**config.mk**
```make
export PLATFORM = sky130hd
export DESIGN_NAME = fetch_stage
export DESIGN_NICKNAME = d
export VERILOG_FILES = /design/src/rtl/fetch_stage.sv
export SDC_FILE = /design/constraint.sdc
export NUM_CORES = 1
export LEC_CHECK = 0
export BUFFER_PORTS_ARGS = -buffer_cell sky130_fd_sc_hd__buf_2
export CAP_MARGIN = 30
export CORE_MARGIN = 4
export CORE_UTILIZATION = 30
export DETAILED_ROUTE_END_ITERATION = 8
export HOLD_SLACK_MARGIN = 0.1
export PLACE_DENSITY = 0.49
export SYNTH_ARGS = -nofsm -noshare
export SYNTH_HDL_FRONTEND = slang
export SYNTH_SLANG_ARGS = --single-unit
```
**constraint.sdc**
```tcl
create_clock -name clk -period 5.57 [get_ports clk]
set_input_delay 0.557 -clock clk [delete_from_list [all_inputs] [get_ports clk]]
set_output_delay 0.557 -clock clk [all_outputs]
set_load 0.05 [all_outputs]
```
**src/rtl/fetch_stage.sv**
```systemverilog
`default_nettype none
// ============================================================================
// Module   : fetch_stage
// Purpose  : Instruction-fetch stage. Holds the PC, addresses the
//            combinational instruction memory and registers the returned
//            word into the IF/ID pipeline register. Handles sequential
//            advance, redirect, stall, flush and misaligned-target fault.
// Revision : 1.0 - initial release
// ============================================================================
module fetch_stage #(
    parameter int                    DATA_WIDTH = 32,
    parameter logic [DATA_WIDTH-1:0] RESET_PC   = '0,
    parameter logic [DATA_WIDTH-1:0] NOP_INSTR  = 32'h0000_0013
) (
    input  logic                  clk,
    input  logic                  rst,
    input  logic                  stall,
    input  logic                  flush,
    input  logic                  pc_src,
    input  logic [DATA_WIDTH-1:0] pc_target,
    output logic [DATA_WIDTH-1:0] instr_addr,
    input  logic [DATA_WIDTH-1:0] instr_in,
    output logic [DATA_WIDTH-1:0] if_id_pc,
    output logic [DATA_WIDTH-1:0] if_id_pc_plus4,
    output logic [DATA_WIDTH-1:0] if_id_instr,
    output logic                  if_id_valid,
    output logic                  fetch_fault,
    output logic [DATA_WIDTH-1:0] fault_addr,
    output logic [31:0]           fetch_count
);

    localparam logic [DATA_WIDTH-1:0] c_pc_step = DATA_WIDTH'(4);
    localparam logic [DATA_WIDTH-1:0] c_zero    = '0;
    localparam logic [31:0]           c_one     = 32'd1;

    // BOOT spends exactly one edge inserting a bubble so the first real
    // fetch lands on the second edge after reset; FAULT is terminal.
    typedef enum logic [1:0] {
        ST_BOOT  = 2'd0,
        ST_RUN   = 2'd1,
        ST_FAULT = 2'd2
    } state_t;

    state_t r_state;
    state_t w_state_nxt;

    logic [DATA_WIDTH-1:0] r_pc;
    logic [DATA_WIDTH-1:0] r_if_id_pc;
    logic [DATA_WIDTH-1:0] r_if_id_pc_plus4;
    logic [DATA_WIDTH-1:0] r_if_id_instr;
    logic                  r_if_id_valid;
    logic                  r_fault;
    logic [DATA_WIDTH-1:0] r_fault_addr;
    logic [31:0]           r_count;

    // Control decisions for the coming edge
    logic                  w_pc_hold;
    logic                  w_pc_redirect;
    logic                  w_ifid_hold;
    logic                  w_ifid_bubble;
    logic                  w_ifid_load;
    logic                  w_fault_set;
    logic                  w_misaligned;

    // Next-value datapath
    logic [DATA_WIDTH-1:0] w_pc_plus4;
    logic [DATA_WIDTH-1:0] w_pc_nxt;
    logic [DATA_WIDTH-1:0] w_if_id_pc_nxt;
    logic [DATA_WIDTH-1:0] w_if_id_pc_plus4_nxt;
    logic [DATA_WIDTH-1:0] w_if_id_instr_nxt;
    logic                  w_if_id_valid_nxt;
    logic                  w_fault_nxt;
    logic [DATA_WIDTH-1:0] w_fault_addr_nxt;
    logic [31:0]           w_count_nxt;

    // Sequential increment wraps naturally modulo 2^DATA_WIDTH
    assign w_pc_plus4   = r_pc + c_pc_step;
    assign w_misaligned = (pc_target[1:0] != 2'b00);

    // State register and all pipeline/status registers
    always_ff @(posedge clk or posedge rst) begin
        if (rst) begin
            r_state          <= ST_BOOT;
            r_pc             <= RESET_PC;
            r_if_id_pc       <= c_zero;
            r_if_id_pc_plus4 <= c_zero;
            r_if_id_instr    <= NOP_INSTR;
            r_if_id_valid    <= 1'b0;
            r_fault          <= 1'b0;
            r_fault_addr     <= c_zero;
            r_count          <= 32'd0;
        end else begin
            r_state          <= w_state_nxt;
            r_pc             <= w_pc_nxt;
            r_if_id_pc       <= w_if_id_pc_nxt;
            r_if_id_pc_plus4 <= w_if_id_pc_plus4_nxt;
            r_if_id_instr    <= w_if_id_instr_nxt;
            r_if_id_valid    <= w_if_id_valid_nxt;
            r_fault          <= w_fault_nxt;
            r_fault_addr     <= w_fault_addr_nxt;
            r_count          <= w_count_nxt;
        end
    end

    // Next-state and per-edge control decode in priority order:
    // misaligned redirect, redirect, stall, flush, normal fetch
    always_comb begin
        w_state_nxt   = r_state;
        w_pc_hold     = 1'b1;
        w_pc_redirect = 1'b0;
        w_ifid_hold   = 1'b0;
        w_ifid_bubble = 1'b1;
        w_ifid_load   = 1'b0;
        w_fault_set   = 1'b0;

        case (r_state)
            ST_BOOT: begin
                w_state_nxt = ST_RUN;
            end

            ST_RUN: begin
                if (pc_src && w_misaligned) begin
                    w_fault_set = 1'b1;
                    w_state_nxt = ST_FAULT;
                end else if (pc_src) begin
                    // Redirect wins over stall and flush
                    w_pc_hold     = 1'b0;
                    w_pc_redirect = 1'b1;
                end else if (stall) begin
                    // A flush during a stall still kills the IF/ID word
                    w_ifid_hold   = !flush;
                    w_ifid_bubble = flush;
                end else if (flush) begin
                    w_pc_hold = 1'b0;
                end else begin
                    w_pc_hold     = 1'b0;
                    w_ifid_bubble = 1'b0;
                    w_ifid_load   = 1'b1;
                end
            end

            ST_FAULT: begin
                // Frozen: inputs ignored, bubbles only, until reset
                w_state_nxt = ST_FAULT;
            end

            default: begin
                w_state_nxt = ST_FAULT;
            end
        endcase
    end

    // PC, IF/ID, fault capture and fetch counter next values
    always_comb begin
        w_pc_nxt             = r_pc;
        w_if_id_pc_nxt       = r_if_id_pc;
        w_if_id_pc_plus4_nxt = r_if_id_pc_plus4;
        w_if_id_instr_nxt    = r_if_id_instr;
        w_if_id_valid_nxt    = r_if_id_valid;
        w_fault_nxt          = r_fault;
        w_fault_addr_nxt     = r_fault_addr;
        w_count_nxt          = r_count;

        if (w_pc_redirect) begin
            w_pc_nxt = pc_target;
        end else if (!w_pc_hold) begin
            w_pc_nxt = w_pc_plus4;
        end

        if (w_ifid_load) begin
            w_if_id_pc_nxt       = r_pc;
            w_if_id_pc_plus4_nxt = w_pc_plus4;
            w_if_id_instr_nxt    = instr_in;
            w_if_id_valid_nxt    = 1'b1;
            w_count_nxt          = r_count + c_one;
        end else if (w_ifid_bubble && !w_ifid_hold) begin
            w_if_id_pc_nxt       = c_zero;
            w_if_id_pc_plus4_nxt = c_zero;
            w_if_id_instr_nxt    = NOP_INSTR;
            w_if_id_valid_nxt    = 1'b0;
        end

        if (w_fault_set) begin
            w_fault_nxt      = 1'b1;
            w_fault_addr_nxt = pc_target;
        end
    end

    // Memory address comes straight from the PC register only
    assign instr_addr     = r_pc;
    assign if_id_pc       = r_if_id_pc;
    assign if_id_pc_plus4 = r_if_id_pc_plus4;
    assign if_id_instr    = r_if_id_instr;
    assign if_id_valid    = r_if_id_valid;
    assign fetch_fault    = r_fault;
    assign fault_addr     = r_fault_addr;
    assign fetch_count    = r_count;

endmodule
`default_nettype wire

```
======== Word level (Yosys, flattened, before mapping) ========
Cells that the tools add are included.
W data, S select, Z words.
word-level totals
  register bits after elaboration ......... 196
  input bits .............................. 69
  output and inout bits ................... 194
  logic and storage cells ................. 55
cells by class
  add/subtract/negate cells ............... 2
  equal/unequal tests ..................... 3
  multiplexer cells ....................... 34
  reduce and logical (&&, ||, !) cells .... 7
operators by type and width
  operator                 number
  $mux W32                 7
  $add A32 B1 Y32 const B  1
  $add A32 B3 Y32 const B  1
  $mux W1                  25
  $pmux W2 S2              1
  $reduce_bool A2 Y1       2
  $eq A2 B1 Y1 const B     1
  $logic_and A1 B1 Y1      2
  $logic_not A1 Y1         2
  $logic_not A2 Y1         1
  $mux W2                  1
  $ne A2 B1 Y1 const B     1
  $ne A2 B2 Y1 const B     1

======== Longest topological paths before layout ========
Gate-level depths: netlist of run 1.
  word-level depth ........................ 9
  depth in mapped cells ................... 8
  mapped depth without buffers ............ 6

======== Least setup slack after synthesis of run 1 ========
Ideal clock, no wire load.
  path kind ............................... reg2reg
  from .................................... reg r_pc[4], in the netlist instr_addr[4]
  to ...................................... reg r_pc[29], in the netlist instr_addr[29]
  setup time .............................. 0.126 ns
  arrival ................................. 2.212 ns
  data required time ...................... 5.444 ns
  path slack .............................. 3.232 ns
  stages on the path, launching flop included .. 7
  buffers on the path ..................... 1
  clock period less this slack ............ 2.338 ns
  cell sequence ........................... dfrtp_1 -> buf_2 -> nand3_1 -> nor4_4 -> nand3_1 -> a21o_1 -> a221o_1
between the ends
  longest elaborated chain between the ends .. 3
ends and longest elaborated chain
  what                    RTL line  RTL
  from (decl)             47        logic [DATA_WIDTH-1:0] r_pc;
  from (signal assigned)  94        r_pc <= w_pc_nxt;
  $add A32 B3 Y32         77        assign w_pc_plus4 = r_pc + c_pc_step;
  $mux W32                166       end else if (!w_pc_hold) begin
  $mux W32                164       if (w_pc_redirect) begin
No other way between the ends. The select of a mux whose other input is x is not followed.
A chain may end at the register's enable or synchronous reset.

======== Worst setup path after layout of run 1 ========
  from .................................... reg r_state[1]
  to ...................................... reg r_pc[19], in the netlist instr_addr[19]
between the ends
  longest elaborated chain between the ends .. 3
  elaborated cells on any way between the ends .. 5
  those cells by class .................... eq/ne (2); mux (3)
ends and longest elaborated chain
  what                                                       RTL line  RTL
  from (decl)                                                44        state_t r_state;
  from (signal assigned)                                     93        r_state <= w_state_nxt;
  $eq A2 B1 Y1 (*)                                           116       case (r_state)
  $mux W1                                                    116
  $ne A2 B1 Y1 (no line) / $mux W32 (equally long branches)  --
Every way passes the cells marked *; elsewhere a longest branch is shown, timed or not.

==> metrics, run 1 <==
status=finished clean; M1 GR Usage=22.9%; Critical Path Fanout Max=34; Post-synth EDFFs=0; Port Buffer Count=262; Fill cells=2927; IO Pins=263; post-CTS setup buffers=0; Synth cell types=53; Clk Latency, worst-skew pair=0.44 ns; hold depth=3; PD cells=389 nW/um2; DRC Markers=0; worst reg2reg setup slack=2.91 ns; final hold vios=0; CP Launch Type=register; Critical Path Start=r_state[1]; HP Class=primary input to register; Worst Skew=0.0110 ns; 1st-iter DRT viols=356; total global routing overflow=0; Area Overhead vs Synth=25.4%; Synth async-reset ratio=100%; WL/cell=18.8 um; final period utilization=47.8%; mapped cell area=8710 um2; via count=6714; Die Span Y=178 um; sequential share of the synthesized area=55.8%; ANT cells=0; # rows=62; CTS tree=built; H-tree levels=4; GRT met3 Usage=4.26%; largest net degree at the start of global routing=135; # clock sinks=194; Mapped Avg Cell Area=11.1 um2; worst-case clock buffer depth=2; hold path endpoint=if_id_instr[0]; met2 global-route usage=26.3%; cell leakage power=0.00548 uW; Routed Antenna Nets=0; main flop type after synthesis=dfrtp_1; register area=4860 um2; final setup vio count=0; VDD IR max=0.197 mV; R2R cell count=5; GP Congestion=0.805; clk root buf=clkbuf_16; area occupied by multi-input gates=3600 um2; Num CTS Buffers=17; WS Path Type=register to register; Die X=178 um; GR Util All Layers=16.4%; worst slew pin tran=0.994 ns; Hold WS=0.342 ns; Initial Util=30.4%; min Tclk post-route=2.66 ns; Nets=1083; Vias/cell=4.77; R2R Path End=instr_addr[19]; initial antenna violation count=0; core box area=28700 um2; syn nets=853; drt first pass iters=7; Fmax=376 MHz; Die Area=31800 um2; routed wire length=26.5 mm; hold-fix buffer count after cts=0; clk slew on worst S/H paths=0.07 ns; FF+latch count, synth=194; Post-Syn Instances=782; Ys Warns=0; PostCTS Resize Cnt=0; setup_tns=0 ns; Crit. End Element=register; ratio of cells with drive above 1 in the final layout=35.1%; normalized max-slew margin=33.5%; Arr. time, crit path=2.98 ns; FF-to-FF Start=r_state[1]; RSZ-0062 raised after global routing=false; min-delay src=instr_in[0]; GR peak layer=met2; vias in the first global route=6500; post-detail-place hpwl=18.3 mm; first-pass GRT wire length=40.4 mm; max-slew violations=0; Max-Cap Viols=0; Required @ worst endpoint=5.89 ns
==> placed cells by master (no fill, tap or decap), types with 4 or more instances in the layout <==
cell type	n
o21ai_0	41
nand2_1	41
nor4_1	6
xnor2_1	40
mux2i_1	62
nor2b_1	5
buf_4	7
and3_1	11
nor3_2	4
a21o_1	6
inv_1	7
clkbuf_16	17
dfrtp_1	191
nand3_1	33
nor3_1	9
buf_2	261
nand4_1	17
and4_1	5
xor2_1	16
or3_1	9
nor3b_1	5
a22oi_1	8
mux2_2	33
nor2_1	88
a21oi_1	30
a221o_1	16
clkinvlp_4	5
==> power breakdown <==
group	switching (uW)	internal [uW]
logic	891	333
clock network	601	612
registers	229	1580
total	1720	2530
==> cell families after synthesis <==
logic type                 count (synthesis)  share of synthesized area (%)
muxes                                     95                           11.4
adders and majority gates                  2                          0.287
xor gates and xnor gates                  57                           5.81
and+or+nand+nor                          257                           15.6
buffers and inverters                     67                           3.20
AOI/OAI and AO/OA                        110                           7.97
DFF                                      194                           55.8
==> per-stage QoR <==
stage / cell area [um2] / worst slack, ns / power, uW / util (%) / instances
final: 10900 / 2.91 / 4250 / 38.1 / 1409
after global routing: 10900 / 2.73 / 4470 / 38.1 / 1409
after CTS: 10900 / 2.90 / 4310 / 38.1 / 1409
after detailed placement: 10400 / 2.68 / 3080 / 36.1 / 1377
after global placement: 10400 / 2.68 / 3060 / 36.1 / 1377
after floorplan: 8720 / 2.51 / 2720 / - / 782
==> layer usage <==
| layer | vias up | share of wire (%) | wire length (um) |
|---|---|---|---|
| met5 | - | 0 | 0 |
| met4 | 0 | 0.51 | 134 |
| met3 | 13 | 6.8 | 1800 |
| met2 | 193 | 47 | 12600 |
| met1 | 3300 | 45 | 12000 |
| li1 | 3208 | - | - |
==> worst max-delay path, stage by stage (launching register included) <==
cell and delay [ns]:
dfrtp_1 0.48, nand3b_1 0.28, nor2_4 0.76, nor2_1 0.46, a21o_1 0.28, a221o_1 0.28
==> final cells by class <==
class / count / area share (%)
sequential: 194 / 44.5
multi-input combinational: 521 / 33.0
timing repair buffer: 269 / 12.6
tap: 384 / 4.40
clock buffer: 19 / 4.14
clock inverter: 13 / 1.06
inverter: 9 / 0.343
==> cell usage after synthesis, types with 4 or more instances <==
cell | n | area share [%]
nor3_1 | 9 | 0.52
a22oi_1 | 8 | 0.69
dfrtp_1 | 191 | 55
o21ai_0 | 41 | 2.4
and4_1 | 5 | 0.50
nand2_1 | 41 | 1.8
nor2_1 | 89 | 3.8
xor2_1 | 16 | 1.6
a221o_1 | 16 | 1.8
mux2_2 | 33 | 4.3
a21o_1 | 6 | 0.52
nand3_1 | 33 | 1.9
or3_1 | 9 | 0.65
nor3b_1 | 5 | 0.43
and3_1 | 11 | 0.79
buf_2 | 9 | 0.52
buf_1 | 10 | 0.43
nand4_1 | 17 | 1.2
inv_1 | 8 | 0.34
clkbuf_1 | 35 | 1.5
xnor2_1 | 40 | 4.0
nor2b_1 | 5 | 0.36
nor4_1 | 6 | 0.43
a21oi_1 | 30 | 1.7
nor3_2 | 4 | 0.46
mux2i_1 | 62 | 7.1
==> registers in the layout (all words and copies together) (netlist names) <==
name            count
fault_addr         32
fetch_count        32
fetch_fault         1
if_id_instr        32
if_id_pc           32
if_id_pc_plus4     30
if_id_valid         1
instr_addr         32
r_state             2
==> how the worst max path moves through the flow <==
stage	end	slack, ns	depth (start not counted)
finish	instr_addr[19]	2.91	5
global route	instr_addr[29]	2.73	5
CTS	instr_addr[19]	2.90	5
detailed placement	instr_addr[19]	2.68	6
global placement	instr_addr[19]	2.68	6
floorplan	fault_addr[0]	2.51	1
No activity file was read; power rests on OpenSTA's default activity.
==> run 2, diff against run 1 <==
==> constraint.sdc (replaced) <==
create_clock -name clk -period 2.4 [get_ports clk]
set_input_delay 0.24 -clock clk [delete_from_list [all_inputs] [get_ports clk]]
set_output_delay 0.24 -clock clk [all_outputs]
set_load 0.05 [all_outputs]
==> metrics, run 2 (synthesized netlist as in run 1, its figures left out) <==
status=finished clean (unchanged); WL/cell=18.5 um (was 18.8 um); Fill cells=2840 (was 2927); Die Area=31800 um2 (unchanged); Fmax=457 MHz (was 376 MHz); setup_tns=0 ns (unchanged); FF-to-FF Start=instr_addr[3] (was r_state[1]); GR peak layer=met2 (unchanged); Die Span Y=178 um (unchanged); Flop pwr share=40.5% (was 42.6%); HP Class=primary input to register (unchanged); commonest cells after routing, fill and taps aside=261 x buf_2, 191 x dfrtp_1, 88 x nor2_1 (unchanged); drt first pass iters=5 (was 7); post-detail-place hpwl=19.7 mm (was 18.3 mm); Initial Util=30.4% (unchanged); final period utilization=91.2% (was 47.8%); R2R Path End=instr_addr[14] (was instr_addr[19]); CP Launch Type=register (unchanged); RSZ-0062 raised after global routing=false (unchanged); Cell Int Power=5990 uW (was 2530 uW); area occupied by multi-input gates=3600 um2 (unchanged); Net Sw Frac=40.3% (was 40.5%); Arr. time, crit path=2.51 ns (was 2.98 ns); Vias/cell=4.78 (was 4.77); routed wire length=27.8 mm (was 26.5 mm); ratio of cells with drive above 1 in the final layout=34.7% (was 35.1%); VDD IR max=0.531 mV (was 0.197 mV); Comb power frac=31.9% (was 28.8%); PostCTS Resize Cnt=0 (unchanged); Required @ worst endpoint=2.73 ns (was 5.89 ns); WS Path Type=register to register (unchanged); first-pass GRT wire length=42.2 mm (was 40.4 mm); normalized max-slew margin=51.2% (was 33.5%); register area=4860 um2 (unchanged); worst-case clock buffer depth=2 (unchanged); Nets=1176 (was 1083); GP Congestion=0.788 (was 0.805); 1st-iter DRT viols=384 (was 356); final hold vios=0 (unchanged); Clk Latency, worst-skew pair=0.44 ns (about the same); Power Total=10000 uW (was 4250 uW); # clock sinks=194 (unchanged); GRT met3 Usage=4.24% (was 4.26%); worst setup path end=instr_addr[14] (was instr_addr[19]); Critical Path Fanout Max=7 (was 34); sw power=4040 uW (was 1720 uW); fin util=41.2% (was 38.1%); clk slew on worst S/H paths=0.08 ns (was 0.07 ns); Critical Path Start=instr_addr[3] (was r_state[1]); ANT cells=0 (unchanged); cell leakage power=0.00591 uW (was 0.00548 uW); max-slew violations=0 (unchanged); initial antenna violation count=0 (unchanged); GR Util All Layers=17.1% (was 16.4%); largest net degree at the start of global routing=49 (was 135); vias in the first global route=7051 (was 6500); Routed Antenna Nets=0 (unchanged); Area Overhead vs Synth=35.7% (was 25.4%); Max-Cap Viols=0 (unchanged); Crit. End Element=register (unchanged); R2R cell count=6 (was 5); Num CTS Buffers=17 (unchanged); H-tree levels=4 (unchanged); met2 global-route usage=28.0% (was 26.3%); IO Pins=263 (unchanged); final setup vio count=0 (unchanged); DRC Markers=0 (unchanged); clk root buf=clkbuf_16 (unchanged); core box area=28700 um2 (unchanged); post-CTS setup buffers=0 (unchanged); Clock Power Share=27.6% (was 28.6%); worst slew pin tran=0.732 ns (was 0.994 ns); Worst Skew=0.0138 ns (was 0.0110 ns); most common cell after layout, fill and taps aside=buf_2 (unchanged); # rows=62 (unchanged); M1 GR Usage=23.4% (was 22.9%); min Tclk post-route=2.19 ns (was 2.66 ns); via count=7181 (was 6714); Die X=178 um (unchanged); Port Buffer Count=262 (unchanged); PD cells=848 nW/um2 (was 389 nW/um2); total global routing overflow=0 (unchanged); CTS tree=built (unchanged); worst reg2reg setup slack=0.21 ns (was 2.91 ns)
## run 2: cell count changes in the layout (fill, tap and decap cells not counted)
| cell | delta |
|---|---|
| buf_4 | +24 |
| buf_6 | +1 |
| clkinv_2 | +1 |
| clkinvlp_4 | -1 |
| buf_12 | +4 |
| clkbuf_1 | +1 |
| clkbuf_8 | -2 |
| inv_6 | +1 |
| dlygate4sd3_1 | +64 |
## run 2: final cells by class
cell class / instances / share of cell area, %
clock inverter: 14 / 1.04
sequential: 194 / 41.1
clock buffer: 18 / 3.63
tap: 384 / 4.06
inverter: 9 / 0.317
timing repair buffer: 362 / 19.4
multi-input combinational: 521 / 30.5
## run 2: metal layers
layer / up-vias / share of wire, %
met5: - / 0
met4: 0 / 0.88
met3: 18 / 6.1
met2: 217 / 47
met1: 3546 / 46
li1: 3400 / -
## run 2: what timing repair did
item                                    in CTS  in global routing
endpoints found under the setup margin       0                  1
hold buffers                                64                  0
hold endpoints to repair                   105                  0
## run 2: worst min-delay path by stage
| stage | start | endpoint | cells past startpoint |
|---|---|---|---|
| 3_3_place_gp | rst | fault_addr[0] | 2 |
| 3_5_place_dp | rst | fault_addr[0] | 2 |
| 6_report | pc_target[22] | fault_addr[22] | 2 |
| 4_1_cts | pc_target[22] | fault_addr[22] | 2 |
| 5_1_grt | pc_target[22] | fault_addr[22] | 2 |
| 2_1_floorplan | flush | if_id_pc_plus4[7] | 1 |
## run 2: metrics by stage
| stage | std cells | hold slack [ns] | setup slack [ns] | cell area [um2] |
|---|---|---|---|---|
| after floorplan | 782 | 0.347 | -0.342 | 8720 |
| after global placement | 1405 | 0.395 | 0.304 | 10600 |
| after detailed placement | 1406 | 0.399 | 0.190 | 10600 |
| after CTS | 1502 | 0.104 | 0.153 | 11800 |
| after global routing | 1502 | 0.106 | 0.0237 | 11800 |
| final | 1502 | 0.111 | 0.212 | 11800 |
## run 2: power by group through the flow
stage,sequential (uW),clock (uW),combinational (uW)
after floorplan,5460,0,838
after global placement,4110,0,3130
after detailed placement,4120,0,3140
after CTS,4070,2870,3240
after global routing,4140,2980,3390
final,4060,2770,3200
## run 2: critical path, stage by stage, from the launching register on
cell     delay (ns)
dfrtp_1        0.45
ha_1           0.28
nand2_1        0.14
or3_1          0.56
nor2_1         0.23
o21ai_0        0.10
a221o_1        0.32
==> run 3, diff against run 2 <==
--- a/config.mk
+++ b/config.mk
@@ -11,7 +11,8 @@
 export CORE_UTILIZATION = 30
 export DETAILED_ROUTE_END_ITERATION = 8
 export HOLD_SLACK_MARGIN = 0.1
-export PLACE_DENSITY = 0.49
+export MAX_ROUTING_LAYER = met4
+export PLACE_DENSITY = 0.47
 export SYNTH_ARGS = -nofsm -noshare
 export SYNTH_HDL_FRONTEND = slang
 export SYNTH_SLANG_ARGS = --single-unit
==> constraint.sdc (replaced) <==
create_clock -name clk -period 2.74 [get_ports clk]
set_input_delay 0.274 -clock clk [delete_from_list [all_inputs] [get_ports clk]]
set_output_delay 0.274 -clock clk [all_outputs]
set_load 0.05 [all_outputs]
==> metrics, run 3 (synthesized netlist as in run 1, its figures left out) <==
status=finished clean (unchanged); post-detail-place hpwl=19.0 mm (was 19.7 mm); CP delay by family, top=simple AND/OR/NAND/NOR gates (unchanged); 1st-iter DRT viols=475 (was 384); Num CTS Buffers=17 (unchanged); Die Span Y=178 um (unchanged); clk root buf=clkbuf_16 (unchanged); Arr. time, crit path=2.63 ns (was 2.51 ns); FF-to-FF Start=instr_addr[2] (was instr_addr[3]); WL/cell=18.5 um (about the same); final setup vio count=0 (unchanged); crit-path max cell delay=0.66 ns (was 0.56 ns); Vias/cell=4.75 (was 4.78); initial antenna violation count=0 (unchanged); # rows=62 (unchanged); final hold vios=0 (unchanged); Die Area=31800 um2 (unchanged); PD cells=750 nW/um2 (was 848 nW/um2); Levels on crit path=5 (was 6); HP Class=primary input to register (unchanged); GR Util All Layers=17.4% (was 17.1%); CTS tree=built (unchanged); IO Pins=263 (unchanged); min Tclk post-route=2.33 ns (was 2.19 ns); vias in the first global route=6934 (was 7051); worst reg2reg setup slack=0.41 ns (was 0.21 ns); worst slew pin tran=0.801 ns (was 0.732 ns); most common cell after layout, fill and taps aside=buf_2 (unchanged); Critical Path Fanout Max=7 (unchanged); Required @ worst endpoint=3.05 ns (was 2.73 ns); total global routing overflow=0 (unchanged); first-pass GRT wire length=41.6 mm (was 42.2 mm); routed wire length=27.2 mm (was 27.8 mm); Clk Latency, worst-skew pair=0.43 ns (was 0.44 ns); Fill cells=2881 (was 2840); worst setup path end=instr_addr[29] (was instr_addr[14]); Critical Path Start=instr_addr[2] (was instr_addr[3]); normalized max-slew margin=46.6% (was 51.2%); cell leakage power=0.00575 uW (was 0.00591 uW); commonest cells after routing, fill and taps aside=261 x buf_2, 191 x dfrtp_1, 88 x nor2_1 (unchanged); max-slew violations=0 (unchanged); Max-Cap Viols=0 (unchanged); sequence of cells on the critical path=nand3_1 -> nor4_4 -> nand3_1 -> a21o_1 -> a221o_1 (was ha_1 -> nand2_1 -> or3_1 -> nor2_1 -> o21ai_0 -> a221o_1); # clock sinks=194 (unchanged); Worst Skew=0.0157 ns (was 0.0138 ns); via count=6980 (was 7181); drt first pass iters=4 (was 5); H-tree levels=4 (unchanged); DRC Markers=0 (unchanged); Placed Cells=1388 (was 1406); R2R Path End=instr_addr[29] (was instr_addr[14]); final period utilization=84.9% (was 91.2%); core box area=28700 um2 (unchanged); Die X=178 um (unchanged); Initial Util=30.4% (unchanged); final setup margin=0.414 ns (was 0.212 ns); R2R cell count=5 (was 6); Setup WS pre-CTS=0.437 ns (was 0.190 ns); Non-Filler Instances=1469 (was 1502); Port Buffer Count=262 (unchanged); Routed Antenna Nets=0 (unchanged); Power Total=8640 uW (was 10000 uW); CP Buf/Inv Count=0 (unchanged); VDD IR max=0.509 mV (was 0.531 mV); crit-path most repeated cell=nand3_1; CP Launch Type=register (unchanged); GP Congestion=0.804 (was 0.788); WS Path Type=register to register (unchanged); CP max stage cell=nor4_4 (was or3_1); Area Overhead vs Synth=32.3% (was 35.7%); fin util=40.2% (was 41.2%); Fmax=430 MHz (was 457 MHz); Nets=1143 (was 1176); setup_tns=0 ns (unchanged); largest net degree at the start of global routing=66 (was 49); ANT cells=0 (unchanged); ratio of cells with drive above 1 in the final layout=34.1% (was 34.7%); Crit. End Element=register (unchanged); clk slew on worst S/H paths=0.07 ns (was 0.08 ns); RSZ-0062 raised after global routing=false (unchanged); worst-case clock buffer depth=2 (unchanged)
## run 3: cell count changes in the layout (fill, tap and decap cells not counted), sizes merged
cell	delta
dlygate4sd3	-15
clkinvlp	-2
clkinv	+2
buf	-18
## run 3: report_power, final
| group | total [uW] | switching (uW) | internal, uW | leakage [uW] |
|---|---|---|---|---|
| clock | 2410 | 1220 | 1200 | 0.000271 |
| sequential | 3640 | 424 | 3220 | 0.00262 |
| combinational | 2590 | 1840 | 747 | 0.00286 |
## run 3: metrics by stage
step / hold WS (ns) / cell area [um2]
2_1_floorplan: 0.381 / 8720
3_3_place_gp: 0.305 / 10500
3_5_place_dp: 0.308 / 10500
4_1_cts: 0.100 / 11500
5_1_grt: 0.102 / 11500
6_report: 0.107 / 11500
## run 3: timing repair
action / in CTS / in global routing
setup buffers: 0 / 0
hold endpoints to repair: 65 / 2
setup endpoints to repair: 0 / 0
hold buffers: 47 / 2
resized for setup: 0 / 0
## run 3: final cells by class
cell class	instances	area (um2)	share of cell area, %
flip-flops and latches	194	4860	42.1
multi-input cells	521	3600	31.3
repair buffers	329	2000	17.4
well taps	384	480	4.17
clock buffers	18	429	3.72
clock inverters	14	121	1.05
inverters	9	37.5	0.325
## run 3: worst min path at each step
stage / to / startpoint / cells after the start / slack, ns
6_report: if_id_pc_plus4[7] / flush / 2 / 0.11
5_1_grt: if_id_pc_plus4[7] / flush / 2 / 0.10
3_5_place_dp: r_state[1] / rst / 2 / 0.31
3_3_place_gp: r_state[1] / rst / 2 / 0.31
4_1_cts: fault_addr[12] / pc_target[12] / 2 / 0.10
2_1_floorplan: if_id_pc_plus4[7] / flush / 1 / 0.38
## run 3: layer usage
layer  vias to the layer above  routed length [um]  track usage [%]
met2                       183               13200             27.9
li1                       3323                   -                -
met4                         0                 131             2.81
met3                        10                1180             2.69
met1                      3464               12800             23.9
met5                         -                   0                -
